===== config.mk =====
export PLATFORM = sky130hd
export DESIGN_NAME = ace_req_responder
export DESIGN_NICKNAME = d
export VERILOG_FILES = /design/src/rtl/ace_req_responder.sv
export SDC_FILE = /design/constraint.sdc
export NUM_CORES = 1
export LEC_CHECK = 0
export CAP_MARGIN = 20
export CORE_MARGIN = 4
export CORE_UTILIZATION = 61
export CTS_CLUSTER_SIZE = 14
export DETAILED_ROUTE_END_ITERATION = 10
export GPL_TIMING_DRIVEN = 0
export HOLD_SLACK_MARGIN = 0.15
export PLACE_DENSITY = 0.79
export SLEW_MARGIN = 15
export SYNTH_ARGS = -nofsm -noshare
export SYNTH_HDL_FRONTEND = slang
export SYNTH_SLANG_ARGS = --single-unit
export TNS_END_PERCENT = 10

===== constraint.sdc =====
create_clock -name clk -period 2.89 [get_ports clk]
set_input_delay 0.4335 -clock clk [delete_from_list [all_inputs] [get_ports clk]]
set_output_delay 0.4335 -clock clk [all_outputs]
set_load 0.03 [all_outputs]

===== src/rtl/ace_req_responder.sv =====
// Interconnect-side responder: accepts cache-controller line requests, applies a fixed latency
// against a small backing store and returns a one-cycle ace_ready with fill data and install state.
// Optional per-op request counters are built when ACE_RESP_STATS_EN is defined.
module ace_req_responder #(
  parameter int ADDR_W     = 8,
  parameter int DATA_W     = 32,
  parameter int DEPTH      = 16,
  parameter int RD_LATENCY = 4,
  parameter int WR_LATENCY = 2
) (
  input  logic              clk,
  input  logic              reset,
  input  logic              read_req,
  input  logic              write_req,
  input  logic              invalid_req,
  input  logic [ADDR_W-1:0] req_addr,
  input  logic [DATA_W-1:0] req_wdata,
  input  logic              shared_hint,
  output logic              ace_ready,
  output logic [DATA_W-1:0] resp_data,
  output logic [2:0]        resp_state,
  output logic              busy
`ifdef ACE_RESP_STATS_EN
  ,
  output logic [15:0]       rd_count,
  output logic [15:0]       wr_count,
  output logic [15:0]       inv_count
`endif
);

  // state  | meaning
  // S_IDLE | waiting for a request; highest priority one is accepted
  // S_WAIT | latency countdown for the accepted op
  // S_RESP | ace_ready cycle; requester drops the served request
  typedef enum logic [1:0] {S_IDLE, S_WAIT, S_RESP} state_e;
  typedef enum logic [1:0] {OP_READ, OP_WRITE, OP_INVAL} op_e;

  localparam int IDX_W   = $clog2(DEPTH);
  localparam int LAT_MAX = (RD_LATENCY > WR_LATENCY) ? RD_LATENCY : WR_LATENCY;
  localparam int CNT_W   = (LAT_MAX > 1) ? $clog2(LAT_MAX) : 1;

  localparam logic [CNT_W-1:0] RD_LOAD = CNT_W'(RD_LATENCY - 1);
  localparam logic [CNT_W-1:0] WR_LOAD = CNT_W'(WR_LATENCY - 1);

  localparam logic [2:0] ST_UC = 3'b000;
  localparam logic [2:0] ST_SC = 3'b010;
  localparam logic [2:0] ST_I  = 3'b100;

  state_e            state;
  op_e               op;
  logic [IDX_W-1:0]  idx;
  logic [DATA_W-1:0] wdata;
  logic              shared;
  logic [CNT_W-1:0]  cnt;
  logic [DATA_W-1:0] mem [DEPTH];

  // Store index aliases on the low address bits only.
  logic unused_addr_bits;
  assign unused_addr_bits = ^req_addr[ADDR_W-1:IDX_W];

  always_ff @(posedge clk or negedge reset) begin
    if (!reset) begin
      state      <= S_IDLE;
      op         <= OP_READ;
      idx        <= '0;
      wdata      <= '0;
      shared     <= 1'b0;
      cnt        <= '0;
      ace_ready  <= 1'b0;
      busy       <= 1'b0;
      resp_data  <= '0;
      resp_state <= ST_I;
      for (int k = 0; k < DEPTH; k++) mem[k] <= '0;
    end else begin
      ace_ready <= 1'b0;
      case (state)
        S_IDLE: begin
          if (write_req || invalid_req || read_req) begin
            idx    <= req_addr[IDX_W-1:0];
            wdata  <= req_wdata;
            shared <= shared_hint;
            busy   <= 1'b1;
            state  <= S_WAIT;
            if (write_req) begin
              op  <= OP_WRITE;
              cnt <= WR_LOAD;
            end else if (invalid_req) begin
              op  <= OP_INVAL;
              cnt <= WR_LOAD;
            end else begin
              op  <= OP_READ;
              cnt <= RD_LOAD;
            end
          end
        end
        S_WAIT: begin
          if (cnt == '0) begin
            // Effects land on the same edge that raises ace_ready.
            state     <= S_RESP;
            ace_ready <= 1'b1;
            case (op)
              OP_READ: begin
                resp_data  <= mem[idx];
                resp_state <= shared ? ST_SC : ST_UC;
              end
              OP_WRITE: begin
                mem[idx]   <= wdata;
                resp_state <= ST_I;
              end
              default: resp_state <= ST_UC;
            endcase
          end else begin
            cnt <= cnt - 1'b1;
          end
        end
        S_RESP: begin
          state <= S_IDLE;
          busy  <= 1'b0;
        end
        default: state <= S_IDLE;
      endcase
    end
  end

`ifdef ACE_RESP_STATS_EN
  always_ff @(posedge clk or negedge reset) begin
    if (!reset) begin
      rd_count  <= '0;
      wr_count  <= '0;
      inv_count <= '0;
    end else if (state == S_WAIT && cnt == '0) begin
      case (op)
        OP_READ:  if (rd_count  != 16'hFFFF) rd_count  <= rd_count  + 16'd1;
        OP_WRITE: if (wr_count  != 16'hFFFF) wr_count  <= wr_count  + 16'd1;
        default:  if (inv_count != 16'hFFFF) inv_count <= inv_count + 16'd1;
      endcase
    end
  end
`endif

endmodule

# Word-level counts from Yosys, hierarchy flattened
# Index checks and enable logic that the tools add are counted.
[word_totals]
regBits = 592
in_bits = 46
word_cells = 73
[op_classes]
n_addsub = 1
n_mux = 22
n_eq_ne = 6
bitwise_logic = 1
n_reduce_logical = 15
n_lt_le_gt_ge = 2
[op_table]
columns = ["operator", "count"]
rows = [
  ["bitwise mux 512 bit", 1],
  ["binary-select mux 32 bit (select 4 bit)", 1],
  ["demux 32 bit (select 4 bit)", 1],
  ["2-to-1 mux 32 bit", 3],
  ["2-to-1 mux 2 bit", 9],
  ["AND reduction 3 bit", 3],
  ["one-hot mux 2 bit (2 select lines)", 2],
  ["AND reduction 2 bit", 4],
  ["zero test 2 bit", 3],
  ["inequality test 2 bit, second input constant", 3],
  ["one-hot mux 3 bit (2 select lines)", 1],
  ["greater-or-equal comparator 5 bit, second input constant", 1],
  ["less-than comparator 5 x 1 -> 1 bit, second input constant", 1],
  ["inverter 4 -> 5 bit", 1],
  ["equality test 2 x 1 -> 1 bit, second input constant", 2],
  ["nonzero test 2 bit", 2],
  ["2-to-1 mux 1 bit", 3],
  ["equality test 2 bit, second input constant", 1],
  ["logical OR 1 bit", 2],
  ["one-hot mux 1 bit (2 select lines)", 1],
  ["subtractor 2 x 1 -> 2 bit, second input constant", 1],
  ["logical AND 1 bit", 1],
]

# Longest topological paths before layout
[logic_depth]
depth_word = 6
depth_mapped = 8

# Least setup slack after synthesis
# Ideal clock, no wire load.
[synth_timing]
kind = "register to register"
start = "register cnt[0]"
end = "register mem[65] in the netlist's numbering"
stages_incl_launch_ff = 8
t_arrival_ns = 1.887
setup_slack_ns = 0.878
n_path_buf = 1
path_cell_list = "dfrtp_1 -> inv_1 -> ha_1 -> nand3b_4 -> or3_4 -> nor2_4 -> buf_4 -> mux2_2"
[synth_between]
elab_chain_len = 2
[synth_rtl]
columns = ["item", "line_no", "source"]
rows = [
  ["from (decl)", "54", "logic [CNT_W-1:0] cnt;"],
  ["from (signal assigned)", "113", "cnt <= cnt - 1'b1;"],
  ["zero test 2 bit", "97", "if (cnt == '0) begin"],
  ["AND reduction 3 bit (no line)", "n/a", ""],
  ["to (signal, indexed assignment)", "107", "mem[idx] <= wdata;"],
  ["to (decl)", "55", "logic [DATA_W-1:0] mem [DEPTH];"],
]
# No other way between the ends.
# A chain may end at the register's enable or synchronous reset.

# Worst setup path in the final report
[layout_timing]
start = "register idx[1]"
end = "register resp_data[18]"
[layout_between]
elab_chain_len = 4
[layout_rtl]
columns = ["item", "line_no", "source"]
rows = [
  ["from (decl)", "51", "logic [IDX_W-1:0] idx;"],
  ["from (signal assigned)", "79", "idx <= req_addr[IDX_W-1:0];"],
  ["inverter 4 -> 5 bit (not written as such)", "103", "resp_data <= mem[idx];"],
  ["binary-select mux 32 bit (select 4 bit)", "103", ""],
  ["2-to-1 mux 32 bit (not written as such) (2 in a row)", "103", ""],
  ["to (signal assigned)", "103", ""],
  ["to (decl)", "20", "output logic [DATA_W-1:0] resp_data,"],
]
# No other way between the ends. The select of a mux whose other input is x is not followed.

==> run metrics <==
Clock power frac=23.9%; GP Congestion=approximately 0.8; Nets=around 1,900; Primary FF master, synth=dfrtp_1; WL per Instance=27.25 um; CTS Buffer Depth=3; fraction of registers with async set or reset after synthesis=100.0%; Hold Vio Cnt, Final=0; yosys warns=0; Critical-path top delay cell=clkbuf_1; clk_lat worst skew=around 0.62 ns; io pins=83; Hold Crit Class=input pin to asynchronous set/reset pin; commonest non-fill, non-tap cell in the layout=dfrtp_1; mapped cell area=26,110 um^2; initial DRC count=1,323; WP data required=roughly 3.4 ns; cell family with most CP delay=buffers and inverters; Cell Pwr Density=~1100 nW/um^2; num rows=75; first-pass GRT wire length=101.8 mm; CORE AREA=42,130 um^2; leakage power=14.18 nW; Worst Path Buf+Inv=3; Crit Path Class=flop to flop; Die Y=between 200 and 250 um; vias in the first global route=16,760; final setup violation count=0; status=finished clean; Post-Layout Inst Area=29,610 um^2; library cells used by synthesis=41; vias per std cell=6.460; synth-to-layout area growth=13.39%; DRC violations left=0; post-synth net total=approximately 1,800; worst reg2reg setup slack=0.15 ns; chip width=~210 um; CP peak stage delay=0.82 ns; Post-Syn Instances=1,703; MaxCap Viol Count=0; Initial Utilization=61.97%; via count=15,710; Inserted Clock Buffers=60; GRT Overall Usage=between 20% and 30%; sequential cell area fraction in the yosys report=between 50 and 60%; clock tree root buffer cell=clkbuf_16; #FFs+latches synth=591; P_sw=10.61 mW; final wirelength=66.24 mm; CTS tree=built; Synth top area share=around 57%; DRT Pass-1 Iters=5; Peak supply drop=~0.7 mV; CP max FO=10; Max H-tree Level=2; Top cell by count, worst path=clkbuf_1; Fmax=between 300 and 400 MHz; Reg clk slew, reported paths=0.06 ns; fin. max-slew vios=0; Post-synth EDFFs=0; Fin Setup TNS=0 ns; Internal=20.60 mW; crit path DAT=3.23 ns; Sw Share=33.99%; synth top area cells=dfrtp_1 (57%), mux2_2 (22%), mux2i_1 (6.1%); Slew headroom=25.49%; clock skew=roughly 0.016 ns; Setup Buffers After CTS=0; crit-path cells=clkbuf_1 > buf_2 > clkbuf_1 > mux4_2 > mux2i_1 > nor2_1 > o32a_1; Worst setup SP type=flop; layout cells sized above 1=40.01%; Synth area leader=dfrtp_1; ANT cells=0; Comb pwr share=33.6%; CP Capture Type=flop; die area=~46,000 um^2; dpl hpwl=41.71 mm; ANT nets after route=0; DP Area=27,730 um^2; Seq pwr share=42.6%; initial antenna violation count=0; most frequent cells in the layout=dfrtp_1 (590), mux2_2 (501), mux2i_1 (158); syn_area_per_cell=about 15 um^2; Slew @ Worst Pin=1.118 ns; final worst path period share=94.91%; Port-buffer cells=slightly below 80; clock sink count=591; GR Overflow Total=0; min Tclk post-route=between 2 and 3 ns; unrepaired setup endpoints after global routing=no; largest net degree at the start of global routing=115
-- per-layer routing --
metal | part of all wire, % | GRT usage, % | vias to the layer above | routed length [um]
li1 | - | - | 6608 | -
met1 | 42 | 39.80 | 8408 | 27790
met2 | 47 | 45.88 | 527 | 31220
met3 | 6.9 | 6.723 | 162 | 4541
met4 | 4.1 | 11.00 | 0 | 2692
met5 | 0 | 0.3125 | - | 0
-- state kept, by name (all words and copies together) (netlist names) --
name / count
wdata: 32
idx: 4
resp_data: 32
ace_ready: 1
cnt: 2
busy: 1
op: 2
shared: 1
mem: 512
state: 2
resp_state: 2
-- synth_stat cells, types with 2 or more instances --
library cell  number
o22ai_1           32
o32a_1            32
nand2_1            5
mux2_2           501
o221ai_1          31
dfrtp_1          590
o21ai_0            5
nor2b_1            2
buf_6              6
a21oi_1            2
nand2b_1           7
nor2_1            36
buf_2             63
inv_1              6
buf_1             10
mux4_2            65
nor2_4             4
ha_1               2
mux2i_1          158
nand3_1            4
and3_1             2
mux2_1            48
buf_4             19
nand3b_1           5
clkbuf_1          52
-- final cells by class --
cell class / instances / area [um^2]
timing repair buffer: 84 / 950.9
clock inverter: 12 / 112.6
buffer: 150 / 760.7
clock buffer: 93 / 1757
fill: 2816 / 12530
inverter: 6 / 22.52
multi-input combinational: 956 / 10540
sequential: 591 / 14790
tap: 539 / 674.4
-- worst reg2reg max path, delay by kind of cell (launching register included) --
family / cells / cell delay, ns
AOI/OAI and AO/OA: 1 / 0.31
buffers and inverters: 3 / 1.28
DFF: 1 / 0.33
muxes: 2 / 0.63
and+or+nand+nor: 1 / 0.07
-- what timing repair did --
action,CTS,global route
hold buffers,1,0
setup endpoints to repair,0,14
hold endpoints to repair,58,0
resized for setup,0,3
-- stage by stage --
stage / util, % / power (mW) / setup WS [ns] / cells / hold slack, ns
final: 70.27 / 31.22 / 0.1470 / 2431 / 0.3628
after global routing: 70.27 / 32.72 / 0.06227 / 2431 / 0.4161
after CTS: 70.27 / 31.29 / 0.1038 / 2431 / 0.3599
after detailed placement: 65.81 / 23.79 / 0.1187 / 2325 / 0.4113
after global placement: 65.40 / 23.34 / -23.83 / 2319 / 0.4611
after floorplan: - / 20.02 / 0.8784 / 1703 / 0.1379
-- power groups by stage --
stage	combinational, mW	clock (mW)	sequential (mW)
2_1_floorplan	6.91	0	13.1
5_1_grt	11.2	7.90	13.6
4_1_cts	10.5	7.55	13.2
6_report	10.5	7.45	13.3
3_5_place_dp	10.5	0	13.3
3_3_place_gp	10.1	0	13.2
-- final timing paths --
path                                          from                         to  cells past startpoint
min in group clk                     req_wdata[15]      wdata[15]$_DFFE_PN0P_                      2
worst max-delay path            idx[1]$_DFFE_PN0P_  resp_data[18]$_DFFE_PN0P_                      7
worst max register to register  idx[1]$_DFFE_PN0P_  resp_data[18]$_DFFE_PN0P_                      7
worst min-delay path                         reset       mem[230]$_DFFE_PN0P_                      2
max in group asynchronous                    reset       mem[188]$_DFFE_PN0P_                      4
worst min register to register    busy$_DFFE_PN0P_           busy$_DFFE_PN0P_                      1
-- cells by family after synthesis --
family	Yosys count	share of synthesized area, %
AOI/OAI and AO/OA	108	3.350
adders and majority gates	2	0.09582
buffers and inverters	156	2.990
DFF	591	56.64
muxes	772	35.34
other	1	0.01436
and+or+nand+nor	73	1.567
Power figures use the tool's default switching activity.
